==> config.mk <==
export PLATFORM = sky130hd
export DESIGN_NAME = product_accumulator_flat
export DESIGN_NICKNAME = d
export VERILOG_FILES = /design/src/rtl/product_accumulator_if.sv /design/src/rtl/product_accumulator.sv /design/src/flat_wrapper.sv
export SDC_FILE = /design/constraint.sdc
export NUM_CORES = 1
export LEC_CHECK = 0
export ABC_AREA = 0
export CAP_MARGIN = 20
export CELL_PAD_IN_SITES_DETAIL_PLACEMENT = 1
export CELL_PAD_IN_SITES_GLOBAL_PLACEMENT = 1
export CORE_UTILIZATION = 25
export DETAILED_ROUTE_END_ITERATION = 8
export HOLD_SLACK_MARGIN = 0.1
export PLACE_DENSITY_LB_ADDON = 0.1
export SETUP_SLACK_MARGIN = 0.02
export SLEW_MARGIN = 10
export SYNTH_ARGS = -nofsm -noshare
export SYNTH_HDL_FRONTEND = slang
export SYNTH_SLANG_ARGS = --single-unit
==> constraint.sdc <==
create_clock -name clk -period 9.65 [get_ports clk]
set_input_delay 1.93 -clock clk [delete_from_list [all_inputs] [get_ports clk]]
set_output_delay 1.93 -clock clk [all_outputs]
set_load 0.02 [all_outputs]
==> src/rtl/product_accumulator_if.sv <==
// Bundle of the product input stream, frame control and the frame-sum output
// stream of product_accumulator.
interface product_accumulator_if #(
  parameter int WIDTH     = 32,
  parameter int ACC_WIDTH = 72,
  parameter int CNT_WIDTH = 8
);
  logic                        prod_valid;
  logic                        prod_ready;
  logic signed [2*WIDTH-1:0]   prod;
  logic [CNT_WIDTH-1:0]        frame_len;
  logic                        clear;
  logic                        acc_valid;
  logic                        acc_ready;
  logic signed [ACC_WIDTH-1:0] acc_out;
  logic                        acc_ovf;
  logic                        busy;

  // Producer/consumer side: drives products, frame control and output ready.
  modport master (
    output prod_valid, prod, frame_len, clear, acc_ready,
    input  prod_ready, acc_valid, acc_out, acc_ovf, busy
  );

  // Accumulator side.
  modport slave (
    input  prod_valid, prod, frame_len, clear, acc_ready,
    output prod_ready, acc_valid, acc_out, acc_ovf, busy
  );
endinterface

==> src/rtl/product_accumulator.sv <==
// Frame accumulator for signed multiplier products: sums frame_len products
// into a saturating ACC_WIDTH accumulator and holds the sum on a valid/ready
// output until the consumer takes it.
module product_accumulator #(
  parameter int WIDTH     = 32,
  parameter int ACC_WIDTH = 72,
  parameter int CNT_WIDTH = 8
) (
  input logic                  clk,
  input logic                  rst,
  product_accumulator_if.slave bus
);

  typedef enum logic [1:0] {IDLE, ACC, EMIT} state_t;

  localparam logic signed [ACC_WIDTH-1:0] acc_max = {1'b0, {(ACC_WIDTH-1){1'b1}}};
  localparam logic signed [ACC_WIDTH-1:0] acc_min = {1'b1, {(ACC_WIDTH-1){1'b0}}};

  state_t                      state;
  logic signed [ACC_WIDTH-1:0] acc;
  logic [CNT_WIDTH-1:0]        cnt;
  logic [CNT_WIDTH-1:0]        len_q;
  logic                        ovf;
  logic                        valid_q;
  logic                        busy_q;

  logic                        accept;
  logic signed [ACC_WIDTH-1:0] prod_ext;
  logic signed [ACC_WIDTH:0]   sum_wide;
  logic signed [ACC_WIDTH-1:0] sum_sat;
  logic                        sum_clamped;
  logic [CNT_WIDTH-1:0]        cnt_inc;
  logic [CNT_WIDTH-1:0]        len_eff;

  // Ready is the only combinational output; clear and reset block acceptance.
  assign bus.prod_ready = !rst && !bus.clear && (state != EMIT);
  assign accept         = bus.prod_valid && bus.prod_ready;

  assign bus.acc_valid  = valid_q;
  assign bus.acc_out    = acc;
  assign bus.acc_ovf    = ovf;
  assign bus.busy       = busy_q;

  // A zero frame length behaves as a single-product frame.
  assign len_eff = (bus.frame_len == '0) ? CNT_WIDTH'(1) : bus.frame_len;
  assign cnt_inc = cnt + CNT_WIDTH'(1);

  // Widened sum with clamp to the signed accumulator range on overflow.
  always_comb begin
    prod_ext    = ACC_WIDTH'(bus.prod);
    sum_wide    = (ACC_WIDTH+1)'(acc) + (ACC_WIDTH+1)'(prod_ext);
    sum_sat     = sum_wide[ACC_WIDTH-1:0];
    sum_clamped = 1'b0;
    if (sum_wide[ACC_WIDTH] != sum_wide[ACC_WIDTH-1]) begin
      sum_clamped = 1'b1;
      sum_sat     = sum_wide[ACC_WIDTH] ? acc_min : acc_max;
    end
  end

  // Frame control FSM with registered acc_valid/busy; clear overrides everything.
  always_ff @(posedge clk or posedge rst) begin
    if (rst) begin
      state   <= IDLE;
      acc     <= '0;
      cnt     <= '0;
      len_q   <= '0;
      ovf     <= 1'b0;
      valid_q <= 1'b0;
      busy_q  <= 1'b0;
    end else if (bus.clear) begin
      state   <= IDLE;
      acc     <= '0;
      cnt     <= '0;
      ovf     <= 1'b0;
      valid_q <= 1'b0;
      busy_q  <= 1'b0;
    end else begin
      case (state)
        IDLE: begin
          if (accept) begin
            len_q  <= len_eff;
            acc    <= prod_ext;
            cnt    <= CNT_WIDTH'(1);
            ovf    <= 1'b0;
            busy_q <= 1'b1;
            if (len_eff == CNT_WIDTH'(1)) begin
              state   <= EMIT;
              valid_q <= 1'b1;
            end else begin
              state <= ACC;
            end
          end
        end
        ACC: begin
          if (accept) begin
            acc <= sum_sat;
            cnt <= cnt_inc;
            if (sum_clamped) begin
              ovf <= 1'b1;
            end
            if (cnt_inc == len_q) begin
              state   <= EMIT;
              valid_q <= 1'b1;
            end
          end
        end
        EMIT: begin
          if (bus.acc_ready) begin
            state   <= IDLE;
            valid_q <= 1'b0;
            busy_q  <= 1'b0;
          end
        end
        default: begin
          state   <= IDLE;
          valid_q <= 1'b0;
          busy_q  <= 1'b0;
        end
      endcase
    end
  end

endmodule
==> src/flat_wrapper.sv <==
// flat-port wrapper written by rule: the top's interface ports become plain ports
module product_accumulator_flat 
#(
  parameter int WIDTH     = 32,
  parameter int ACC_WIDTH = 72,
  parameter int CNT_WIDTH = 8
)
  (clk, rst, bus_prod_valid, bus_prod, bus_frame_len, bus_clear, bus_acc_ready, bus_prod_ready, bus_acc_valid, bus_acc_out, bus_acc_ovf, bus_busy);
  product_accumulator_if #(.WIDTH(WIDTH), .ACC_WIDTH(ACC_WIDTH), .CNT_WIDTH(CNT_WIDTH)) bus_i ();
  input logic clk;
  input logic rst;
  input wire logic [$bits(bus_i.prod_valid)-1:0] bus_prod_valid;
  input wire logic [$bits(bus_i.prod)-1:0] bus_prod;
  input wire logic [$bits(bus_i.frame_len)-1:0] bus_frame_len;
  input wire logic [$bits(bus_i.clear)-1:0] bus_clear;
  input wire logic [$bits(bus_i.acc_ready)-1:0] bus_acc_ready;
  output wire logic [$bits(bus_i.prod_ready)-1:0] bus_prod_ready;
  output wire logic [$bits(bus_i.acc_valid)-1:0] bus_acc_valid;
  output wire logic [$bits(bus_i.acc_out)-1:0] bus_acc_out;
  output wire logic [$bits(bus_i.acc_ovf)-1:0] bus_acc_ovf;
  output wire logic [$bits(bus_i.busy)-1:0] bus_busy;
  assign bus_i.prod_valid = bus_prod_valid;
  assign bus_i.prod = bus_prod;
  assign bus_i.frame_len = bus_frame_len;
  assign bus_i.clear = bus_clear;
  assign bus_i.acc_ready = bus_acc_ready;
  assign bus_prod_ready = bus_i.prod_ready;
  assign bus_acc_valid = bus_i.acc_valid;
  assign bus_acc_out = bus_i.acc_out;
  assign bus_acc_ovf = bus_i.acc_ovf;
  assign bus_busy = bus_i.busy;
  product_accumulator #(.WIDTH(WIDTH), .ACC_WIDTH(ACC_WIDTH), .CNT_WIDTH(CNT_WIDTH)) u_core (.clk(clk), .rst(rst), .bus(bus_i));
endmodule
==> summary.txt, run 1 <==
Status
  – Outcome: finished, final reports clean

Timing
  – Tcrit/Tclk final: 66.86%
  – Post-Route Setup TNS: 0 ns
  – Hold slack: 0.5239 ns
  – Clk_skew: 0.009884 ns
  – Final setup viols: 0
  – Final worst slack: 3.198 ns
  – Slew @ Worst Pin: 0.9007 ns
  – Final hold vios: 0
  – Post-route minimum period: 6.452 ns
  – Slew headroom: 39.96%
  – Slew Viols, Final: 0
  – RSZ-0062 raised after global routing: no
  – Max Fclk: 155.0 MHz

CTS
  – TritonCTS clock tree: yes
  – Post-cts sizing count: 0
  – Worst-path clk slew: 0.07 ns
  – Clock Sinks: 93
  – TritonCTS buffer count: 9
  – Root buf cell: clkbuf_16
  – Postcts setup bufs: 0
  – CTS max path bufs: 2
  – Htree depth: 3
  – # hold bufs at CTS: 0
  – Clk Latency, worst-skew pair: 0.38 ns

Route
  – DRC violations left: 0
  – Drt pass-1 iters: 4
  – Antenna Nets Post-Route: 0
  – Wire per inst: 19.02 um
  – Total Wirelength: 31.52 mm
  – Drt first-iter violations: 397
  – DR vias: 8631
  – Avg Vias per Cell: 5.209

Setup path
  – Crit path max fanout: 31
  – Startpoint Class: input pin
  – WS Path Type: in -> reg
  – CP Data Required Time: 9.90 ns
  – Worst Path Arrival: 6.70 ns
  – Crit path capture type: flip-flop

Die
  – Core area: 33780 um^2
  – IO Count: 153
  – Die area: 35390 um^2
  – Initial core utilization: 25.63%
  – Die width: 188.1 um
  – Std cell rows: 67
  – Die height: 188.1 um

Synth
  – Post-synthesis instance area: 8660 um^2
  – EDFF count, synth: 0
  – Yosys warns: 0
  – Sequential share of the synthesized area: 26.87%
  – Syn_area_per_cell: 7.930 um^2
  – Number of synthesized register bits: 93
  – Post-Syn Nets: 1243
  – Ys flop type: dfrtp_1
  – Distinct cells, synth: 79
  – Mapped Cells: 1092
  – Ys async rst share: 100.0%

Power
  – Combinational Power Share: 48.2%
  – Sw power: 704.9 uW
  – Clock power share: 22.3%
  – VDD IR max: 93.36 uV
  – Total power: 1.646 mW
  – Static leakage: 4.567 nW
  – Power Dens Cells: 152.3 nW/um^2
  – Sequential Power Share: 29.5%
  – Internal power: 940.6 uW
  – Sw Share: 42.84%

Layout
  – Most common cell after layout, fill and taps aside: clkdlybuf4s50_1
  – Fillcell total: 4048
  – ANT cells: 0
  – Share of cells above drive strength 1: 5.211%
  – Finished Cell Area: 10810 um^2
  – Area delta synth->final: 24.81%
  – Most frequent cells in the layout: clkdlybuf4s50_1 (152), nand2_1 (147), a21oi_1 (103), dfrtp_1 (93), o21ai_0 (88)
  – Final net count: 1356

GRT
  – First-pass GRT wire length: 51.54 mm
  – Total Routing Usage GR: 18.28%
  – GRT overflow: 0
  – Largest net degree at the start of global routing: 72
  – Antenna violations before repair: 0
  – Vias in the first global route: 8998

Run
  – Max_cap viols: 0

Placement
  – Cell Area, Placed: 10530 um^2
  – Port bufs: 152
  – DP Worst Slack: 2.784 ns
  – DP Wirelength: 24.18 mm
  – Gpl congestion: 0.8451

Min path
  – Worst Hold Class: reg -> reg
-- worst paths after layout --
check | startpoint | end | slack, ns | cells after the start
min in group asynchronous | rst | u_core.bus.acc_valid$_DFFE_PP0P_ | 1.97 | 2
min | u_core.bus.acc_out[30]$_DFFE_PP0P_ | u_core.bus.acc_out[30]$_DFFE_PP0P_ | 0.52 | 2
min reg2reg | u_core.bus.acc_out[30]$_DFFE_PP0P_ | u_core.bus.acc_out[30]$_DFFE_PP0P_ | 0.52 | 2
max | bus_prod[0] | u_core.bus.acc_out[31]$_DFFE_PP0P_ | 3.20 | 14
max in group asynchronous | rst | u_core.bus.acc_out[35]$_DFFE_PP0P_ | 6.46 | 3
max reg2reg | u_core.bus.acc_out[0]$_DFFE_PP0P_ | u_core.bus.acc_out[31]$_DFFE_PP0P_ | 4.74 | 13
-- layer usage --
layer  global-route usage, %  routed length, um  up-vias
met1                   26.02              15880     4221
li1                        -                  -     4271
met4                   4.972                464        0
met2                   28.67              14250      118
met3                   2.452                928       21
met5                       0                  0        -
-- through the flow --
step / util (%) / instances
6_report: 31.99 / 1657
5_1_grt: 31.99 / 1657
4_1_cts: 31.99 / 1657
3_5_place_dp: 31.18 / 1642
3_3_place_gp: 31.16 / 1641
2_1_floorplan: - / 1092
-- cell families (layout without fill, tap and decap cells) --
| family | count (synthesis) | count (layout) | synth area share (%) |
|---|---|---|---|
| simple gates | 329 | 329 | 17.44 |
| fa+ha+maj | 74 | 74 | 10.78 |
| buf+inv | 75 | 192 | 4.017 |
| flops | 93 | 93 | 26.87 |
| mux | 9 | 9 | 1.156 |
| compound gates | 433 | 433 | 31.74 |
| xor+xnor | 79 | 79 | 7.990 |
-- registers in the layout, summed over array words and instances (netlist names) --
name	count
u_core.bus.acc_out	72
u_core.cnt	8
u_core.len_q	8
u_core.state	2
u_core.bus.acc_ovf	1
u_core.bus.acc_valid	1
u_core.bus.busy	1
-- cell usage after synthesis, drive strengths merged (3+ instances only) --
library cell,n,area (um^2)
nand4,18,118.9
o2bb2ai,3,26.28
nand2b,8,50.05
mux2,8,90.09
nor4,6,58.80
a31oi,8,50.05
clkbuf,39,157.7
o21a,8,60.06
buf,18,122.6
o21ai,133,684.4
dfrtp,93,2327
nand2,148,555.5
a21o,39,292.8
a21boi,5,37.54
inv,18,67.56
a22o,3,26.28
a21oi,105,533.0
nor3,17,85.08
o31ai,10,75.07
a211o,4,35.03
or2,5,31.28
o211ai,8,73.82
nor2b,7,43.79
and3,10,67.56
nand3,24,120.1
o21bai,11,82.58
nor2,71,266.5
a221oi,3,32.53
and4,4,35.03
a211oi,10,95.09
xnor2,47,411.6
o22ai,57,356.6
and2,6,37.54
xor2,32,280.3
ha,73,913.4
-- power groups by stage --
| stage | Clock (mW) | Combinational, mW | Sequential (mW) |
|---|---|---|---|
| 3_3_place_gp | 0 | 0.795 | 0.495 |
| 6_report | 0.366 | 0.793 | 0.486 |
| 2_1_floorplan | 0 | 0.508 | 0.519 |
| 4_1_cts | 0.387 | 0.802 | 0.488 |
| 3_5_place_dp | 0 | 0.798 | 0.495 |
| 5_1_grt | 0.399 | 0.877 | 0.495 |
-- area by class of cell --
class / count / area (um^2) / area share, %
Clock inverter: 6 / 48.80 / 0.4515
Timing Repair Buffer: 159 / 1574 / 14.56
Inverter: 18 / 70.07 / 0.6483
Tap cell: 448 / 560.5 / 5.186
Multi-Input combinational cell: 924 / 6002 / 55.53
Clock buffer: 9 / 225.2 / 2.084
Sequential cell: 93 / 2327 / 21.53
-- critical path, stage by stage --
cell	delay, ns
clkdlybuf4s50_1	0.46
ha_1	0.25
fa_1	0.43
a211oi_1	0.30
o21ai_0	0.22
a211oi_2	0.44
o2111ai_1	0.29
and2_1	0.23
o21ai_0	0.28
a21oi_1	0.13
mux2_2	0.36
o21ai_4	0.71
buf_4	0.48
o21ai_0	0.15
Note: power is estimated with default switching activity, not from simulation.
==> run 2, diff against run 1 <==
- clock period: 9.65 -> 5.6 ns (I/O delays scaled with it)
==> run 2 against run 1 <==
- first-iteration DRC count decreased by 6.3%
- highest routed layer unchanged
- die area unchanged
- sequential cell count is the same
==> summary.txt, run 2 (synthesized netlist as in run 1, its figures left out) <==
Die
  – Core area: 33780 um^2
  – IO Count: 153
  – Die height: 188.1 um
  – Die area: 35390 um^2
  – Die width: 188.1 um
  – Std cell rows: 67
  – Initial core utilization: 25.63%

GRT
  – First-pass GRT wire length: 51.97 mm
  – Vias in the first global route: 9276
  – Total Routing Usage GR: 18.52%
  – Largest net degree at the start of global routing: 69
  – GRT overflow: 0
  – Antenna violations before repair: 0

Setup path
  – R2R Path End: u_core.bus.acc_out[47]$_DFFE_PP0P_
  – CP Data Required Time: 5.85 ns
  – Reg2reg setup slack: 1.48 ns
  – Cell family with most CP delay: compound AO/OA/AOI/OAI gates
  – Crit path top cell by count: o21ai_0
  – Startpoint Class: input pin
  – WS Path Type: in -> reg
  – Worst r2r src: u_core.bus.acc_out[0]$_DFFE_PP0P_
  – Delay of the slowest cell on the worst path: 0.44 ns
  – Crit path max fanout: 26
  – Crit path capture type: flip-flop
  – Worst Path Arrival: 5.08 ns
  – Critical Path Slowest Stage Cell: clkdlybuf4s50_1
  – Crit path buffers/inverters: 2
  – Register-to-Register Path Depth: 13
  – Critical path cell sequence: clkdlybuf4s50_1, ha_1, fa_1, a211oi_1, o21ai_0, a211oi_2, o2111ai_1, and2_1, o21ai_0, a21oi_1, mux2_2, o21ai_4, buf_4, o21ai_0

Route
  – Total Wirelength: 31.95 mm
  – Drt first-iter violations: 372
  – Drt pass-1 iters: 4
  – Wire per inst: 19.23 um
  – Antenna Nets Post-Route: 0
  – Avg Vias per Cell: 5.233
  – DR vias: 8697
  – DRC violations left: 0

Power
  – Sw Share: 42.92%
  – Power Dens Cells: 265.3 nW/um^2
  – VDD IR max: 164.9 uV
  – Combinational Power Share: 48.1%
  – Clock power share: 23.0%
  – Sw power: 1.241 mW
  – Internal power: 1.650 mW
  – Static leakage: 4.603 nW
  – Sequential Power Share: 29.0%

CTS
  – CTS max path bufs: 2
  – Clock Sinks: 93
  – Worst-path clk slew: 0.08 ns
  – TritonCTS clock tree: yes
  – TritonCTS buffer count: 9
  – # hold bufs at CTS: 0
  – Clk Latency, worst-skew pair: 0.39 ns
  – Htree depth: 3
  – Postcts setup bufs: 0
  – Post-cts sizing count: 0
  – Root buf cell: clkbuf_16

Timing
  – Post-route minimum period: 4.832 ns
  – Slew @ Worst Pin: 0.9302 ns
  – RSZ-0062 raised after global routing: no
  – Slew Viols, Final: 0
  – Post-Route Setup TNS: 0 ns
  – Final worst slack: 0.7680 ns
  – Slew headroom: 37.99%
  – Tcrit/Tclk final: 86.29%
  – Final setup viols: 0
  – Clk_skew: 0.01551 ns
  – Final hold vios: 0
  – Max Fclk: 207.0 MHz

Placement
  – DP Worst Slack: 0.3811 ns
  – Cell Area, Placed: 10600 um^2
  – DP Wirelength: 24.74 mm
  – Port bufs: 152
  – Placed cells: 1646
  – Gpl congestion: 0.8415

Layout
  – Largest register FFs: 72
  – Final Util: 32.24%
  – Most common cell after layout, fill and taps aside: clkdlybuf4s50_1
  – ANT cells: 0
  – Final net count: 1360
  – Finished Cell Area: 10890 um^2
  – Area delta synth->final: 25.79%
  – Most frequent cells in the layout: clkdlybuf4s50_1 (152), nand2_1 (147), a21oi_1 (103), dfrtp_1 (93), o21ai_0 (88)
  – Final cell count without fillers: 1662
  – Share of cells above drive strength 1: 5.601%

Min path
  – Hold Startpoint: u_core.cnt[7]$_DFFE_PP0P_
  – Worst Hold Depth: 2
  – End of the worst hold path: u_core.cnt[7]$_DFFE_PP0P_
  – Worst Hold Class: reg -> reg

Status
  – Outcome: finished, final reports clean

Run
  – Max_cap viols: 0
[run 2: worst min-delay path, stage by stage (launching register included)]
cell and delay [ns]:
dfrtp_1 0.37, nand2_1 0.05, o21ai_0 0.06
[run 2: how the worst max path moves through the flow]
stage	from	end	slack (ns)	cells past startpoint
2_1_floorplan	bus_prod[0]	u_core.bus.acc_out[66]$_DFFE_PP0P_	1.49	13
3_3_place_gp	bus_prod[0]	u_core.bus.acc_out[38]$_DFFE_PP0P_	0.50	14
3_5_place_dp	bus_prod[0]	u_core.bus.acc_out[48]$_DFFE_PP0P_	0.38	14
4_1_cts	bus_prod[0]	u_core.bus.acc_out[37]$_DFFE_PP0P_	0.76	14
5_1_grt	bus_prod[0]	u_core.bus.acc_out[38]$_DFFE_PP0P_	0.48	14
6_report	bus_prod[0]	u_core.bus.acc_out[47]$_DFFE_PP0P_	0.77	14
[run 2: layout make-up]
class                      count  area (um^2)
timing repair buffer         163         1642
multi-input combinational    924         6002
fill                        4039        22890
inverter                      18        70.07
clock inverter                 6        52.55
clock buffer                  10        239.0
tap                          448        560.5
sequential                    93         2327
[run 2: metrics by stage]
step           total power [mW]  hold WS, ns
2_1_floorplan             1.770       0.4704
3_3_place_gp              2.244       0.4940
3_5_place_dp              2.248       0.5084
4_1_cts                   2.933       0.5282
5_1_grt                   3.091       0.5527
6_report                  2.890       0.5207
[run 2: power groups by stage]
stage                     logic [mW]  clock network [mW]  registers [mW]
after global placement          1.39                   0           0.853
after detailed placement        1.39                   0           0.854
after CTS                       1.40               0.690           0.841
after floorplan                0.875                   0           0.895
final                           1.39               0.664           0.838
after global routing            1.53               0.704           0.853
[run 2: per-layer routing]
| layer | global-route usage [%] | wire length, um |
|---|---|---|
| met4 | 4.003 | 393 |
| met5 | 0 | 0 |
| met2 | 30.73 | 14970 |
| met3 | 3.519 | 1077 |
| met1 | 24.75 | 15510 |
==> run 3, diff against run 2 <==
==> constraint.sdc (replaced) <==
create_clock -name clk -period 5.6 [get_ports clk]
set_input_delay 1.12 -clock clk [delete_from_list [all_inputs] [get_ports clk]]
set_output_delay 1.12 -clock clk [all_outputs]
set_load 0.005 [all_outputs]
==> results of run 3 <==
The final DEF is identical to that of run 2. Status: finished, final reports clean.
Main changes from that run: total power 2.890 mW -> 2.822 mW
